[config.mk]
export PLATFORM = sky130hd
export DESIGN_NAME = mdr_mem_port_flat
export DESIGN_NICKNAME = d
export VERILOG_FILES = /design/src/rtl/cpu_mem_pkg.sv /design/src/rtl/mdr_mem_port_if.sv /design/src/rtl/mem_timeout_ctr.sv /design/src/rtl/mdr_mem_port.sv /design/src/flat_wrapper.sv
export SDC_FILE = /design/constraint.sdc
export NUM_CORES = 1
export LEC_CHECK = 0
export ABC_AREA = 1
export BUFFER_PORTS_ARGS = -buffer_cell sky130_fd_sc_hd__buf_4
export CORE_ASPECT_RATIO = 1.2
export CORE_MARGIN = 10
export CORE_UTILIZATION = 48
export CTS_CLUSTER_DIAMETER = 200
export DETAILED_ROUTE_END_ITERATION = 7
export PLACE_DENSITY = 0.82
export SLEW_MARGIN = 40
export SYNTH_ARGS = -nofsm -noshare
export SYNTH_HDL_FRONTEND = slang
export SYNTH_SLANG_ARGS = --single-unit
[constraint.sdc]
create_clock -name clk -period 2.24 [get_ports clk]
set_clock_uncertainty 0.05 [all_clocks]
set_input_delay 0.224 -clock clk [delete_from_list [all_inputs] [get_ports clk]]
set_output_delay 0.224 -clock clk [all_outputs]
set_load 0.05 [all_outputs]
[src/rtl/cpu_mem_pkg.sv]
// Shared types and defaults for the CPU memory-side port: FSM state encoding,
// bus/address widths, and the meaning of the mem_we command bit.
// No logic here; consumed by mdr_mem_port and its interface.
package cpu_mem_pkg;

  localparam int CPU_DATA_W      = 32;
  localparam int CPU_ADDR_W      = 9;
  localparam int CPU_MEM_TIMEOUT = 15;

  // mem_we encoding while mem_req is high
  localparam logic MEM_CMD_READ  = 1'b0;
  localparam logic MEM_CMD_WRITE = 1'b1;

  typedef enum logic [1:0] {
    ST_IDLE = 2'd0,
    ST_REQ  = 2'd1,
    ST_DONE = 2'd2,
    ST_ERR  = 2'd3
  } state_e;

endpackage

[src/rtl/mdr_mem_port_if.sv]
// Bundles the datapath-bus side, the memory req/ack side and the status flags.
// slave = the MAR/MDR port itself, master = the CPU datapath plus memory model.
// Purely wiring; no latency or backpressure of its own.
interface mdr_mem_port_if
  import cpu_mem_pkg::*;
#(
  parameter int DATA_W = CPU_DATA_W,
  parameter int ADDR_W = CPU_ADDR_W
);

  // datapath bus side
  logic [DATA_W-1:0] BusMuxOut;
  logic              MARin;
  logic              MDRin;
  logic              rd_go;
  logic              wr_go;
  logic [DATA_W-1:0] BusMuxIn_MDR;

  // memory side
  logic [ADDR_W-1:0] mem_addr;
  logic [DATA_W-1:0] mem_wdata;
  logic              mem_req;
  logic              mem_we;
  logic [DATA_W-1:0] mem_rdata;
  logic              mem_ack;

  // status
  logic              busy;
  logic              done;
  logic              err;

  modport slave (
    input  BusMuxOut, MARin, MDRin, rd_go, wr_go, mem_rdata, mem_ack,
    output BusMuxIn_MDR, mem_addr, mem_wdata, mem_req, mem_we, busy, done, err
  );

  modport master (
    output BusMuxOut, MARin, MDRin, rd_go, wr_go, mem_rdata, mem_ack,
    input  BusMuxIn_MDR, mem_addr, mem_wdata, mem_req, mem_we, busy, done, err
  );

endinterface

[src/rtl/mem_timeout_ctr.sv]
// Counts cycles spent waiting for mem_ack; tc_o flags the TIMEOUT-th waiting cycle.
// Latency: tc_o is combinational from the count and en_i (same cycle).
// No backpressure; start_i clears, en_i advances.
module mem_timeout_ctr #(
  parameter int TIMEOUT = 15
) (
  input  logic clk,
  input  logic clr,
  input  logic start_i,
  input  logic en_i,
  output logic tc_o
);

  localparam int            CW     = $clog2(TIMEOUT + 1);
  localparam logic [CW-1:0] TC_VAL = CW'(TIMEOUT - 1);

  logic [CW-1:0] cnt_q;
  logic [CW-1:0] cnt_d;

  // Clear on a new transfer, otherwise count each enabled (REQ) cycle
  always_comb begin
    cnt_d = cnt_q;
    if (start_i) begin
      cnt_d = '0;
    end else if (en_i) begin
      cnt_d = cnt_q + CW'(1);
    end
  end

  // Count register
  always_ff @(posedge clk or posedge clr) begin
    if (clr) begin
      cnt_q <= '0;
    end else begin
      cnt_q <= cnt_d;
    end
  end

  // Count holds k-1 during the k-th REQ cycle, so this fires on the TIMEOUT-th one
  assign tc_o = en_i && (cnt_q == TC_VAL);

endmodule

[src/rtl/mdr_mem_port.sv]
// Memory-side MAR/MDR endpoint: bus loads, req/ack read/write to memory, timeout abort.
// Latency: go at edge n -> mem_req in cycle n+1; fastest transfer is 3 cycles go->IDLE.
// Memory stalls via mem_ack; go pulses outside IDLE are dropped, not queued.
module mdr_mem_port
  import cpu_mem_pkg::*;
#(
  parameter int DATA_W  = CPU_DATA_W,
  parameter int ADDR_W  = CPU_ADDR_W,
  parameter int TIMEOUT = CPU_MEM_TIMEOUT
) (
  input  logic          clk,
  input  logic          clr,
  mdr_mem_port_if.slave bus
);

  state_e            state_q;
  state_e            state_d;
  logic [ADDR_W-1:0] mar_q;
  logic [ADDR_W-1:0] mar_d;
  logic [DATA_W-1:0] mdr_q;
  logic [DATA_W-1:0] mdr_d;
  logic              we_q;
  logic              we_d;
  logic              err_q;
  logic              err_d;

  logic idle;
  logic start_rd;
  logic start_wr;
  logic start;
  logic go_clash;
  logic any_go;
  logic tmo_tc;

  assign idle     = (state_q == ST_IDLE);
  assign any_go   = bus.rd_go || bus.wr_go;
  assign start_rd = idle && bus.rd_go && !bus.wr_go;
  assign start_wr = idle && bus.wr_go && !bus.rd_go;
  assign start    = start_rd || start_wr;
  assign go_clash = idle && bus.rd_go && bus.wr_go;

  mem_timeout_ctr #(
    .TIMEOUT (TIMEOUT)
  ) u_tmo (
    .clk     (clk),
    .clr     (clr),
    .start_i (start),
    .en_i    (state_q == ST_REQ),
    .tc_o    (tmo_tc)
  );

  // State register; clr drops mem_req at once because outputs decode from it
  always_ff @(posedge clk or posedge clr) begin
    if (clr) begin
      state_q <= ST_IDLE;
    end else begin
      state_q <= state_d;
    end
  end

  // Next state: ack beats a same-cycle timeout
  always_comb begin
    state_d = state_q;
    unique case (state_q)
      ST_IDLE: if (start) state_d = ST_REQ;
      ST_REQ: begin
        if (bus.mem_ack) begin
          state_d = ST_DONE;
        end else if (tmo_tc) begin
          state_d = ST_ERR;
        end
      end
      ST_DONE: state_d = ST_IDLE;
      ST_ERR:  state_d = ST_IDLE;
      default: state_d = ST_IDLE;
    endcase
  end

  // Outputs decoded from state and the held registers
  always_comb begin
    bus.mem_req      = (state_q == ST_REQ);
    bus.mem_we       = (state_q == ST_REQ) ? we_q : MEM_CMD_READ;
    bus.busy         = !idle;
    bus.done         = (state_q == ST_DONE);
    bus.err          = err_q;
    bus.mem_addr     = mar_q;
    bus.mem_wdata    = mdr_q;
    bus.BusMuxIn_MDR = mdr_q;
  end

  // Datapath next state: loads only in IDLE and not alongside a go pulse,
  // so a transfer always sees the MAR/MDR that were there before the go edge
  always_comb begin
    mar_d = mar_q;
    mdr_d = mdr_q;
    we_d  = we_q;
    err_d = err_q;
    if (idle && !any_go) begin
      if (bus.MARin) mar_d = bus.BusMuxOut[ADDR_W-1:0];
      if (bus.MDRin) mdr_d = bus.BusMuxOut;
    end
    if (start) begin
      we_d  = start_wr ? MEM_CMD_WRITE : MEM_CMD_READ;
      err_d = 1'b0;
    end
    if (go_clash) err_d = 1'b1;
    if ((state_q == ST_REQ) && bus.mem_ack && (we_q == MEM_CMD_READ)) begin
      mdr_d = bus.mem_rdata;
    end
    if (state_q == ST_ERR) err_d = 1'b1;
  end

  // MAR, MDR, command and sticky error registers
  always_ff @(posedge clk or posedge clr) begin
    if (clr) begin
      mar_q <= '0;
      mdr_q <= '0;
      we_q  <= MEM_CMD_READ;
      err_q <= 1'b0;
    end else begin
      mar_q <= mar_d;
      mdr_q <= mdr_d;
      we_q  <= we_d;
      err_q <= err_d;
    end
  end

endmodule

[src/flat_wrapper.sv]
// flat-port wrapper written by rule: the top's interface ports become plain ports
module mdr_mem_port_flat import cpu_mem_pkg::*;
#(
  parameter int DATA_W  = CPU_DATA_W,
  parameter int ADDR_W  = CPU_ADDR_W,
  parameter int TIMEOUT = CPU_MEM_TIMEOUT
)
  (clk, clr, bus_BusMuxOut, bus_MARin, bus_MDRin, bus_rd_go, bus_wr_go, bus_mem_rdata, bus_mem_ack, bus_BusMuxIn_MDR, bus_mem_addr, bus_mem_wdata, bus_mem_req, bus_mem_we, bus_busy, bus_done, bus_err);
  mdr_mem_port_if #(.DATA_W(DATA_W), .ADDR_W(ADDR_W)) bus_i ();
  input  logic clk;
  input  logic clr;
  input wire logic [$bits(bus_i.BusMuxOut)-1:0] bus_BusMuxOut;
  input wire logic [$bits(bus_i.MARin)-1:0] bus_MARin;
  input wire logic [$bits(bus_i.MDRin)-1:0] bus_MDRin;
  input wire logic [$bits(bus_i.rd_go)-1:0] bus_rd_go;
  input wire logic [$bits(bus_i.wr_go)-1:0] bus_wr_go;
  input wire logic [$bits(bus_i.mem_rdata)-1:0] bus_mem_rdata;
  input wire logic [$bits(bus_i.mem_ack)-1:0] bus_mem_ack;
  output wire logic [$bits(bus_i.BusMuxIn_MDR)-1:0] bus_BusMuxIn_MDR;
  output wire logic [$bits(bus_i.mem_addr)-1:0] bus_mem_addr;
  output wire logic [$bits(bus_i.mem_wdata)-1:0] bus_mem_wdata;
  output wire logic [$bits(bus_i.mem_req)-1:0] bus_mem_req;
  output wire logic [$bits(bus_i.mem_we)-1:0] bus_mem_we;
  output wire logic [$bits(bus_i.busy)-1:0] bus_busy;
  output wire logic [$bits(bus_i.done)-1:0] bus_done;
  output wire logic [$bits(bus_i.err)-1:0] bus_err;
  assign bus_i.BusMuxOut = bus_BusMuxOut;
  assign bus_i.MARin = bus_MARin;
  assign bus_i.MDRin = bus_MDRin;
  assign bus_i.rd_go = bus_rd_go;
  assign bus_i.wr_go = bus_wr_go;
  assign bus_i.mem_rdata = bus_mem_rdata;
  assign bus_i.mem_ack = bus_mem_ack;
  assign bus_BusMuxIn_MDR = bus_i.BusMuxIn_MDR;
  assign bus_mem_addr = bus_i.mem_addr;
  assign bus_mem_wdata = bus_i.mem_wdata;
  assign bus_mem_req = bus_i.mem_req;
  assign bus_mem_we = bus_i.mem_we;
  assign bus_busy = bus_i.busy;
  assign bus_done = bus_i.done;
  assign bus_err = bus_i.err;
  mdr_mem_port #(.DATA_W(DATA_W), .ADDR_W(ADDR_W), .TIMEOUT(TIMEOUT)) u_core (.clk(clk), .clr(clr), .bus(bus_i));
endmodule
==> out/qor.yml <==
outcome:
  status: "complete, no violations"
power_and_ir_drop:
  internal-power_mw: 2.65
  combPwrFrac_pct: 67.3
  clkPwrFrac_pct: 7.8
  ir_drop_mv: 0.843
  p_leak_nw: 2.23
  fin_total_pwr_mw: 6.41
  switching_share_pct: 58.7
  p_switching_mw: 3.76
  power_density_mw_per_mm2: 1720
  seq_power_share_pct: 24.9
routing:
  drcViolationCount: 0
  antenna_left: 0
  num_vias: 2684
  post_drt_wl_per_cell_um: 14.9
  vias_per_cell: 4.88
  drt_iter0_drc: 101
  first_pass_iters: 4
  routed_wirelength_um: 8170
sta:
  tightest_slew_ps: 497
  slew_violations: 0
  fin_crit_sh_pct: 85.0
  rsz0062_at_grt: "false"
  hold_viol: 0
  relSlewSlack_pct: 66.8
  tns_ps: 0
  fin_crit_ps: 1900
  setup_viol: 0
  max_freq_mhz: 525
critical_path:
  crit_fanout: 19
  critPathRequiredTime_ps: 1970
  critPathArrivalTime_ps: 1630
  cp_cell_sequence: "inv_2, nor2_8, inv_1, nor2_1, buf_4"
  critPathKind: "reg2out"
  cpMaxStageDelayCell: "dfrtp_1"
  end_kind: "output port"
  cp-start-kind: "flip-flop"
  slowest_delay_ps: 460
clock_network:
  clock_latency_ps: 300
  cts_buffer_depth: 2
  cts_root_buffer: "clkbuf_8"
  ctsResizeCount: 0
  clk_pin_slew_ps: 100
  cts_made_buffers: 5
  cts_tree: "built"
  clock_sinks: 49
  h-tree-depth: 2
place:
  gp_congestion: 0.831
  place.port_buffers: 148
  dpl.hpwl_um: 6570
  placed_area_mm2: 0.00363
synthesis:
  synthesis.nets: 444
  synth_edf_count: 0
  synth_top_cells_by_area: "dfrtp_1, nand2_1, buf_4"
  async_flop_share_pct: 100
  synth_top_area_share_pct: 44.9
  netlist_top_cells_count: "nand2_1, dfrtp_1, nand3_1"
  ys_seq_elements: 49
  synth_area_mm2: 0.00273
  ys_warn_count: 0
  syn_area_per_cell_um2: 7.36
  synthesis.instances: 371
  yosysUniqueCellTypes: 21
  ys_seq_area_share_pct: 44.9
  synth.most_common_cell: "nand2_1"
  synth_area_leader_cell: "dfrtp_1"
  synth_ff_type: "dfrtp_1"
floorplanning:
  die_h_um: 103
  core_mm2: 0.00559
  die_width_um: 88.9
  start_util_pct: 48.8
  num_rows: 30
  dieArea_mm2: 0.00912
  io_pins: 149
finish:
  area_growth_pct: 36.2
  diodes: 0
  final_nets: 558
  n_fill_cell: 495
  design_area_mm2: 0.00372
  drive_gt1_share_pct: 35.0
global_routing:
  grt_pass1_vias: 2696
  grt_max_degree: 33
  grt-ovfl-total: 0
  antenna_found_initial: 0
  grt_pass1_wl_um: 13200
  grt_usage_pct: 17.9
min_path:
  worstHoldPathType: "in2reg"
flow_run:
  maxCapViolations: 0
-- placed cells by master (no fill, tap or decap), drive strengths merged, types with 6 or more instances in the layout --
cell / instances
buf: 154
clkbuf: 6
dfrtp: 49
inv: 24
nand2: 181
nand3: 40
nor2: 11
o21ai: 12
-- worst max-delay path, delay by kind of cell, from the launching register on --
family        cells  cell delay, ps
buf+inv           3             480
flops             1             460
simple gates      2             390
-- per-layer routing --
metal  wire (um)  track usage, %  up-vias
met5           0               0        -
met4         115            5.35        0
met2        4330            31.8      102
li1            -               -     1341
met3         808            5.30        8
met1        2920            19.9     1233
-- flip-flops by register name, summed over array words and instances (netlist names) --
signal                   cells
u_core.we_q                  1
u_core.bus.err               1
u_core.u_tmo.cnt_q           4
u_core.state_q               2
u_core.bus.mem_addr          9
u_core.bus.BusMuxIn_MDR     32
-- final timing paths --
kind | from | cells after the start | to | slack, ps
min in group asynchronous | clr | 3 | u_core.bus.err | 410
hold reg to reg | u_core.bus.mem_addr[6] | 2 | u_core.bus.mem_addr[6] | 450
setup reg to reg | u_core.state_q[0] | 7 | u_core.bus.BusMuxIn_MDR[14] | 520
max in group asynchronous | clr | 4 | u_core.bus.BusMuxIn_MDR[3] | 980
hold / removal | bus_mem_ack | 2 | u_core.state_q[0] | 70
setup / recovery | u_core.state_q[0] | 5 | bus_mem_we | 340
-- layout make-up --
| class | count | area [um^2] | area share (%) |
|---|---|---|---|
| Clock buffer | 6 | 72.6 | 1.95 |
| Clock inverter | 2 | 10.0 | 0.269 |
| Inverter | 24 | 90.1 | 2.42 |
| Multi-Input combinational cell | 250 | 1080 | 28.9 |
| Sequential cell | 49 | 1230 | 33.0 |
| Tap cell | 64 | 80.1 | 2.15 |
| Timing Repair Buffer | 155 | 1170 | 31.3 |
-- timing repair --
item                                   in CTS  in global routing
buffers inserted                            0                  0
hold buffers                                1                  0
endpoints found under the hold margin      19                  0
-- kinds of logic (layout without fill, tap and decap cells) --
| logic type | Yosys count | in the layout | synth area share (%) |
|---|---|---|---|
| AO/OA/AOI/OAI | 15 | 15 | 2.84 |
| buffers and inverters | 72 | 187 | 15.7 |
| adder cells (fa/ha/maj) | 2 | 2 | 0.916 |
| flip-flops | 49 | 49 | 44.9 |
| AND/OR/NAND/NOR | 233 | 233 | 35.6 |
-- metrics by stage --
step / std cells / worst slack, ps / hold slack (ps) / util [%]
detailed placement: 541 / 537 / 202 / 64.9
floorplan: 371 / 567 / 284 / -
finish: 550 / 337 / 69.6 / 66.5
global route: 550 / 199 / 77.9 / 66.5
global placement: 541 / 608 / 197 / 64.9
CTS: 550 / 327 / 73.1 / 66.5
-- power groups by stage --
stage / Sequential (mW) / Clock [mW] / Combinational (mW)
floorplan: 2.75 / 0 / 2.16
global placement: 1.60 / 0 / 4.29
detailed placement: 1.61 / 0 / 4.35
CTS: 1.60 / 0.511 / 4.36
global route: 1.65 / 0.544 / 4.56
finish: 1.60 / 0.501 / 4.31
Power figures use the tool's default switching activity.
